**src/rtl/alu_pkg.sv**
```systemverilog
// Shared definitions for the byte-framed ALU operation sequencer:
// opcode constants, FSM state encoding and default widths.
package alu_pkg;

    localparam int DATA_WIDTH_DEF     = 8;
    localparam int MODE_WIDTH_DEF     = 6;
    localparam int TIMEOUT_CYCLES_DEF = 1000;

    localparam logic [5:0] OP_ADD = 6'b100000;
    localparam logic [5:0] OP_SUB = 6'b100010;
    localparam logic [5:0] OP_AND = 6'b100100;
    localparam logic [5:0] OP_OR  = 6'b100101;
    localparam logic [5:0] OP_XOR = 6'b100110;
    localparam logic [5:0] OP_SRA = 6'b000011;
    localparam logic [5:0] OP_SRL = 6'b000010;
    localparam logic [5:0] OP_NOR = 6'b100111;

    typedef enum logic [2:0] {
        S_GET_A,
        S_GET_B,
        S_GET_OP,
        S_EXEC,
        S_SEND
    } state_t;

    // Top two bits must be clear; the low six must be one of the supported codes.
    function automatic logic opcode_valid(input logic [7:0] op_byte);
        logic ok;
        ok = 1'b0;
        if (op_byte[7:6] == 2'b00) begin
            case (op_byte[5:0])
                OP_ADD, OP_SUB, OP_AND, OP_OR,
                OP_XOR, OP_SRA, OP_SRL, OP_NOR: ok = 1'b1;
                default:                        ok = 1'b0;
            endcase
        end
        return ok;
    endfunction

endpackage

```
**src/rtl/alu_op_sequencer_if.sv**
```systemverilog
// Bus bundle between the sequencer (slave) and its surroundings: receiver,
// transmitter and the external ALU (master side).
interface alu_op_sequencer_if #(
    parameter int DATA_WIDTH = 8,
    parameter int MODE_WIDTH = 6
);
    logic [7:0]                   i_rx_data;
    logic                         i_rx_valid;
    logic signed [DATA_WIDTH-1:0] o_alu_a;
    logic signed [DATA_WIDTH-1:0] o_alu_b;
    logic [MODE_WIDTH-1:0]        o_alu_mode;
    logic [DATA_WIDTH-1:0]        i_alu_result;
    logic [7:0]                   o_tx_data;
    logic                         o_tx_valid;
    logic                         i_tx_ready;

    modport slave (
        input  i_rx_data, i_rx_valid, i_alu_result, i_tx_ready,
        output o_alu_a, o_alu_b, o_alu_mode, o_tx_data, o_tx_valid
    );

    modport master (
        output i_rx_data, i_rx_valid, i_alu_result, i_tx_ready,
        input  o_alu_a, o_alu_b, o_alu_mode, o_tx_data, o_tx_valid
    );

endinterface

```
**src/rtl/byte_timeout_counter.sv**
```systemverilog
// Inter-byte idle counter; expired stays high once LIMIT idle cycles
// have been counted, until cleared.
module byte_timeout_counter #(
    parameter int LIMIT = 1000
) (
    input  logic i_clk,
    input  logic i_rst_n,
    input  logic clear,
    input  logic enable,
    output logic expired
);

    localparam int CW = $clog2(LIMIT + 1);

    logic [CW-1:0] count_q;

    assign expired = (count_q == CW'(LIMIT));

    always_ff @(posedge i_clk or negedge i_rst_n) begin
        if (!i_rst_n) begin
            count_q <= '0;
        end else if (clear) begin
            count_q <= '0;
        end else if (enable && !expired) begin
            count_q <= count_q + 1'b1;
        end
    end

endmodule

```
**src/rtl/alu_op_sequencer.sv**
```systemverilog
// Collects an (A, B, opcode) byte frame, drives the external ALU, and hands
// the result byte to the transmitter with a valid/ready handshake.
//
// state    | meaning
// S_GET_A  | idle, waiting for operand A byte
// S_GET_B  | waiting for operand B byte (timeout armed)
// S_GET_OP | waiting for opcode byte (timeout armed)
// S_EXEC   | one cycle for the external ALU result to settle
// S_SEND   | result byte offered until the transmitter accepts it
module alu_op_sequencer
    import alu_pkg::*;
#(
    parameter int DATA_WIDTH     = DATA_WIDTH_DEF,
    parameter int MODE_WIDTH     = MODE_WIDTH_DEF,
    parameter int TIMEOUT_CYCLES = TIMEOUT_CYCLES_DEF
) (
    input  logic                i_clk,
    input  logic                i_rst_n,
    alu_op_sequencer_if.slave   bus,
    output logic                o_busy,
    output logic                o_err
);

    state_t                state_q, state_d;
    logic [DATA_WIDTH-1:0] a_q, a_d;
    logic [DATA_WIDTH-1:0] b_q, b_d;
    logic [MODE_WIDTH-1:0] mode_q, mode_d;
    logic [7:0]            tx_data_q, tx_data_d;
    logic                  tx_valid_q, tx_valid_d;
    logic                  err_q, err_d;
    logic                  tmo_clear, tmo_enable, tmo_expired;
    logic [7:0]            rx_byte;

    assign rx_byte = bus.i_rx_data;

    byte_timeout_counter #(
        .LIMIT (TIMEOUT_CYCLES)
    ) u_timeout (
        .i_clk   (i_clk),
        .i_rst_n (i_rst_n),
        .clear   (tmo_clear),
        .enable  (tmo_enable),
        .expired (tmo_expired)
    );

    always_ff @(posedge i_clk or negedge i_rst_n) begin
        if (!i_rst_n) begin
            state_q    <= S_GET_A;
            a_q        <= '0;
            b_q        <= '0;
            mode_q     <= '0;
            tx_data_q  <= '0;
            tx_valid_q <= 1'b0;
            err_q      <= 1'b0;
        end else begin
            state_q    <= state_d;
            a_q        <= a_d;
            b_q        <= b_d;
            mode_q     <= mode_d;
            tx_data_q  <= tx_data_d;
            tx_valid_q <= tx_valid_d;
            err_q      <= err_d;
        end
    end

    always_comb begin
        state_d    = state_q;
        a_d        = a_q;
        b_d        = b_q;
        mode_d     = mode_q;
        tx_data_d  = tx_data_q;
        tx_valid_d = tx_valid_q;
        err_d      = 1'b0;
        tmo_clear  = 1'b0;
        tmo_enable = 1'b0;

        case (state_q)
            S_GET_A: begin
                tmo_clear = 1'b1;
                if (bus.i_rx_valid) begin
                    a_d     = rx_byte;
                    state_d = S_GET_B;
                end
            end
            S_GET_B: begin
                // An expired frame wins over a byte arriving in the same cycle.
                if (tmo_expired) begin
                    err_d     = 1'b1;
                    tmo_clear = 1'b1;
                    state_d   = S_GET_A;
                end else if (bus.i_rx_valid) begin
                    b_d       = rx_byte;
                    tmo_clear = 1'b1;
                    state_d   = S_GET_OP;
                end else begin
                    tmo_enable = 1'b1;
                end
            end
            S_GET_OP: begin
                if (tmo_expired) begin
                    err_d     = 1'b1;
                    tmo_clear = 1'b1;
                    state_d   = S_GET_A;
                end else if (bus.i_rx_valid) begin
                    tmo_clear = 1'b1;
                    if (opcode_valid(rx_byte)) begin
                        mode_d  = rx_byte[MODE_WIDTH-1:0];
                        state_d = S_EXEC;
                    end else begin
                        err_d   = 1'b1;
                        state_d = S_GET_A;
                    end
                end else begin
                    tmo_enable = 1'b1;
                end
            end
            S_EXEC: begin
                tx_data_d  = bus.i_alu_result;
                tx_valid_d = 1'b1;
                state_d    = S_SEND;
            end
            S_SEND: begin
                if (bus.i_tx_ready) begin
                    tx_valid_d = 1'b0;
                    state_d    = S_GET_A;
                end
            end
            default: begin
                state_d = S_GET_A;
            end
        endcase
    end

    assign bus.o_alu_a    = a_q;
    assign bus.o_alu_b    = b_q;
    assign bus.o_alu_mode = mode_q;
    assign bus.o_tx_data  = tx_data_q;
    assign bus.o_tx_valid = tx_valid_q;
    assign o_busy         = (state_q == S_EXEC) || (state_q == S_SEND);
    assign o_err          = err_q;

endmodule

```
**src/flat_wrapper.sv**
```systemverilog
// flat-port wrapper written by rule: the top's interface ports become plain ports
module alu_op_sequencer_flat import alu_pkg::*;
#(
    parameter int DATA_WIDTH     = DATA_WIDTH_DEF,
    parameter int MODE_WIDTH     = MODE_WIDTH_DEF,
    parameter int TIMEOUT_CYCLES = TIMEOUT_CYCLES_DEF
)
  (i_clk, i_rst_n, o_busy, o_err, bus_i_rx_data, bus_i_rx_valid, bus_i_alu_result, bus_i_tx_ready, bus_o_alu_a, bus_o_alu_b, bus_o_alu_mode, bus_o_tx_data, bus_o_tx_valid);
  alu_op_sequencer_if #(.DATA_WIDTH(DATA_WIDTH), .MODE_WIDTH(MODE_WIDTH)) bus_i ();
  input  logic i_clk;
  input  logic i_rst_n;
  output logic o_busy;
  output logic o_err;
  input wire logic [$bits(bus_i.i_rx_data)-1:0] bus_i_rx_data;
  input wire logic [$bits(bus_i.i_rx_valid)-1:0] bus_i_rx_valid;
  input wire logic [$bits(bus_i.i_alu_result)-1:0] bus_i_alu_result;
  input wire logic [$bits(bus_i.i_tx_ready)-1:0] bus_i_tx_ready;
  output wire logic [$bits(bus_i.o_alu_a)-1:0] bus_o_alu_a;
  output wire logic [$bits(bus_i.o_alu_b)-1:0] bus_o_alu_b;
  output wire logic [$bits(bus_i.o_alu_mode)-1:0] bus_o_alu_mode;
  output wire logic [$bits(bus_i.o_tx_data)-1:0] bus_o_tx_data;
  output wire logic [$bits(bus_i.o_tx_valid)-1:0] bus_o_tx_valid;
  assign bus_i.i_rx_data = bus_i_rx_data;
  assign bus_i.i_rx_valid = bus_i_rx_valid;
  assign bus_i.i_alu_result = bus_i_alu_result;
  assign bus_i.i_tx_ready = bus_i_tx_ready;
  assign bus_o_alu_a = bus_i.o_alu_a;
  assign bus_o_alu_b = bus_i.o_alu_b;
  assign bus_o_alu_mode = bus_i.o_alu_mode;
  assign bus_o_tx_data = bus_i.o_tx_data;
  assign bus_o_tx_valid = bus_i.o_tx_valid;
  alu_op_sequencer #(.DATA_WIDTH(DATA_WIDTH), .MODE_WIDTH(MODE_WIDTH), .TIMEOUT_CYCLES(TIMEOUT_CYCLES)) u_core (.i_clk(i_clk), .i_rst_n(i_rst_n), .bus(bus_i), .o_busy(o_busy), .o_err(o_err));
endmodule
```
**config.mk**
```make
export PLATFORM = sky130hd
export DESIGN_NAME = alu_op_sequencer_flat
export DESIGN_NICKNAME = d
export VERILOG_FILES = /design/src/rtl/alu_pkg.sv /design/src/rtl/alu_op_sequencer_if.sv /design/src/rtl/byte_timeout_counter.sv /design/src/rtl/alu_op_sequencer.sv /design/src/flat_wrapper.sv
export SDC_FILE = /design/constraint.sdc
export NUM_CORES = 1
export LEC_CHECK = 0
export CAP_MARGIN = 20
export CORE_ASPECT_RATIO = 1.75
export CORE_MARGIN = 2
export CORE_UTILIZATION = 52
export CTS_CLUSTER_DIAMETER = 50
export DETAILED_ROUTE_END_ITERATION = 8
export PLACE_DENSITY = 0.95
export SETUP_SLACK_MARGIN = 0.3
export SYNTH_ARGS = -nofsm -noshare
export SYNTH_HDL_FRONTEND = slang
export SYNTH_HIERARCHICAL = 1
export SYNTH_SLANG_ARGS = --single-unit
```
**constraint.sdc**
```tcl
create_clock -name i_clk -period 7.25 [get_ports i_clk]
set_clock_uncertainty 0.2 [all_clocks]
set_input_delay 1.45 -clock i_clk [delete_from_list [all_inputs] [get_ports i_clk]]
set_output_delay 1.45 -clock i_clk [all_outputs]
set_load 0.01 [all_outputs]
```
==> results.json <==
{
  "status": "completed",
  "crit_type": "in -> reg",
  "arrival_ns": 3.76,
  "drv_slew": 0,
  "synth_ff_type": "dfrtp_1",
  "critPathMaxFanout": 6,
  "synth_async_sr_flop_share_pct": 100.0,
  "cts_buffer_depth": 2,
  "die_area_um2": 4515,
  "n_antenna_cell": 0,
  "cts_sinks": 45,
  "place_hpwl_um": 2959,
  "cts.clk_slew.worst_paths_ns": 0.08,
  "die_w_um": 51.66,
  "cts_hold_buffers": 0,
  "place.gp.congestion": 0.8041,
  "syn_nets": 183,
  "drtAntennaViolNets": 0,
  "routed-via-count": 1430,
  "cap_viol_max_count": 0,
  "cts-root-buf": "clkbuf_8",
  "grt_usage_pct": 19.69,
  "syn_inst": 161,
  "drt_first_pass_iters": 4,
  "finalHoldViolCount": 0,
  "grt_max_degree": 46,
  "synth.avg_cell_area_um2": 12.84,
  "critical_path.startpoint_type": "input port",
  "core_area_um2": 3829,
  "ys_ff_latch": 45,
  "post_cts_resized": 0,
  "p_leak_uw": 0.001128,
  "required_ns": 7.27,
  "ys_seq_area_share_pct": 54.48,
  "timing.final.ws_setup_ns": 3.515,
  "yosysWarnings": 6,
  "setup-tns-final_ns": 0,
  "vias_per_cell": 5.396,
  "critical_path.cell_chain": "clkdlybuf4s50_1 -> or2_2 -> nor3_1 -> nand3_1 -> or4_1 -> a21oi_1",
  "hold_path.class": "reg -> reg",
  "h-tree-depth": 2,
  "grt_pass1_vias": 1455,
  "antenna_found_initial": 0,
  "min_period_ns": 3.735,
  "crit_path_top_delay_cell": "clkdlybuf4s50_1",
  "insertion_delay_ns": 0.30,
  "start_util_pct": 53.99,
  "grt_pass1_wl_um": 6644,
  "netlist_area_um2": 2067,
  "fmax_ghz": 0.2677,
  "pre_cts_slack_ns": 3.236,
  "io_buffers": 52,
  "first_iter_violations": 41,
  "slew_headroom_pct": 43.83,
  "cts_made_buffers": 5,
  "area_growth_pct": 32.32,
  "wl_um": 4076,
  "die_h_um": 87.41,
  "layout-drive-gt1-share_pct": 24.42,
  "regToRegSetupSlack_ns": 4.14,
  "rows": 30,
  "cts_tree": "done",
  "synth_edf_count": 0,
  "power_density_nw_per_um2": 364.0,
  "max_stage_delay_ns": 0.58,
  "grt-ovfl-total": 0,
  "finalNetCount": 238,
  "setup_viol": 0,
  "drc": 0,
  "yosys.cell_types.count": 44,
  "io_pins": 53,
  "ir_drop_uv": 257.3,
  "period_share_pct": 51.52,
  "worst_pin_slew_ns": 0.8360,
  "wl_per_cell_um": 15.38,
  "rsz0062_at_grt": "no",
  "fillers": 272,
  "end_kind": "register",
  "cts_setup_buffers": 0
}
registers in the layout (all words and copies together) (netlist names):
| name | cells |
|---|---|
| u_core/bus.o_tx_data | 8 |
| u_core/o_err | 1 |
| u_core/bus.o_tx_valid | 1 |
| u_core/u_timeout/count_q | 10 |
| u_core/bus.o_alu_b | 8 |
| u_core/bus.o_alu_mode | 6 |
| u_core/bus.o_alu_a | 8 |
| u_core/state_q | 3 |
cell usage after synthesis, drive strengths merged (2+ instances only):
master,n,share of area (%)
dfrtp,45,54
mux2,29,16
a21oi,10,2.4
nand2,10,1.8
nor2,8,1.8
o31ai,5,1.8
or4,5,2.0
inv,4,0.73
nand4,4,2.2
nor3,4,1.2
buf,3,0.73
nand2b,3,1.3
nand3,3,1.3
and2,2,0.73
ha,2,1.2
o21ai,2,0.48
or2,2,0.61
xor2,2,0.85
cells in the final DEF (no fill, tap or decap), types with 2 or more instances in the layout:
cell	count
nand3_1	2
xor2_1	2
or4_1	4
nor2_1	7
inv_1	4
mux2_2	28
or2_2	2
nand2b_1	2
a21oi_1	10
nand2_1	10
ha_1	2
nor3_1	3
clkbuf_8	6
nand4_1	2
o21ai_0	2
o31ai_1	5
and2_2	2
clkdlybuf4s50_1	51
dfrtp_1	45
stage by stage:
stage	util (%)	cells	hold WS (ns)	total power, µW	area, µm²
floorplan	-	161	0.3347	635.3	2067
global placement	68.20	256	0.2862	826.2	2611
detailed placement	68.20	256	0.2917	841.5	2611
CTS	70.72	264	0.3124	1007	2708
global route	71.44	265	0.3219	1053	2735
finish	71.44	265	0.3067	995.6	2735
per-layer routing:
metal / GRT usage, % / up-vias / routed length (µm)
li1: - / 694 / -
met1: 23.48 / 692 / 1548
met2: 33.57 / 38 / 2249
met3: 4.811 / 6 / 209
met4: 7.656 / 0 / 68
met5: 0 / - / 0
worst max-delay path, delay by kind of cell:
family	cells	cell delay, ns
AND/OR/NAND/NOR	4	1.59
buffers and inverters	1	0.58
AO/OA/AOI/OAI	1	0.15
worst paths after layout:
kind,start,end,cells after the start
worst max register to register,u_core/u_timeout/count_q[0],u_core/u_timeout/count_q[0],9
worst min register to register,u_core/bus.o_alu_mode[4],u_core/bus.o_alu_mode[4],1
max in group asynchronous,i_rst_n,u_core/bus.o_tx_data[0],2
min in group asynchronous,i_rst_n,u_core/bus.o_alu_b[7],1
worst min-delay path,u_core/bus.o_alu_mode[4],u_core/bus.o_alu_mode[4],1
worst max-delay path,bus_i_rx_valid,u_core/u_timeout/count_q[7],6
cell type report:
| cell class | instances | area [µm²] | share of cell area [%] |
|---|---|---|---|
| flip-flops and latches | 45 | 1126 | 41.17 |
| multi-input cells | 107 | 894.6 | 32.71 |
| repair buffers | 53 | 543.0 | 19.85 |
| clock buffers | 6 | 82.58 | 3.019 |
| well taps | 48 | 60.06 | 2.196 |
| inverters | 4 | 15.01 | 0.5489 |
| clock inverters | 2 | 13.76 | 0.5032 |
logic make-up (layout without fill, tap and decap cells):
| logic type | Yosys count | in the layout | synth area share, % |
|---|---|---|---|
| simple gates | 48 | 48 | 16.77 |
| flops | 45 | 45 | 54.48 |
| mux | 30 | 30 | 16.46 |
| compound gates | 24 | 24 | 7.568 |
| buf+inv | 9 | 65 | 2.239 |
| xor+xnor | 3 | 3 | 1.271 |
| fa+ha+maj | 2 | 2 | 1.210 |
where the power goes:
part	internal [µW]	switching (µW)	total [µW]
logic	263	174	437
registers	338	61.2	399
clock network	77.2	82.8	160
total	677	318	996
Power figures use the tool's default switching activity.
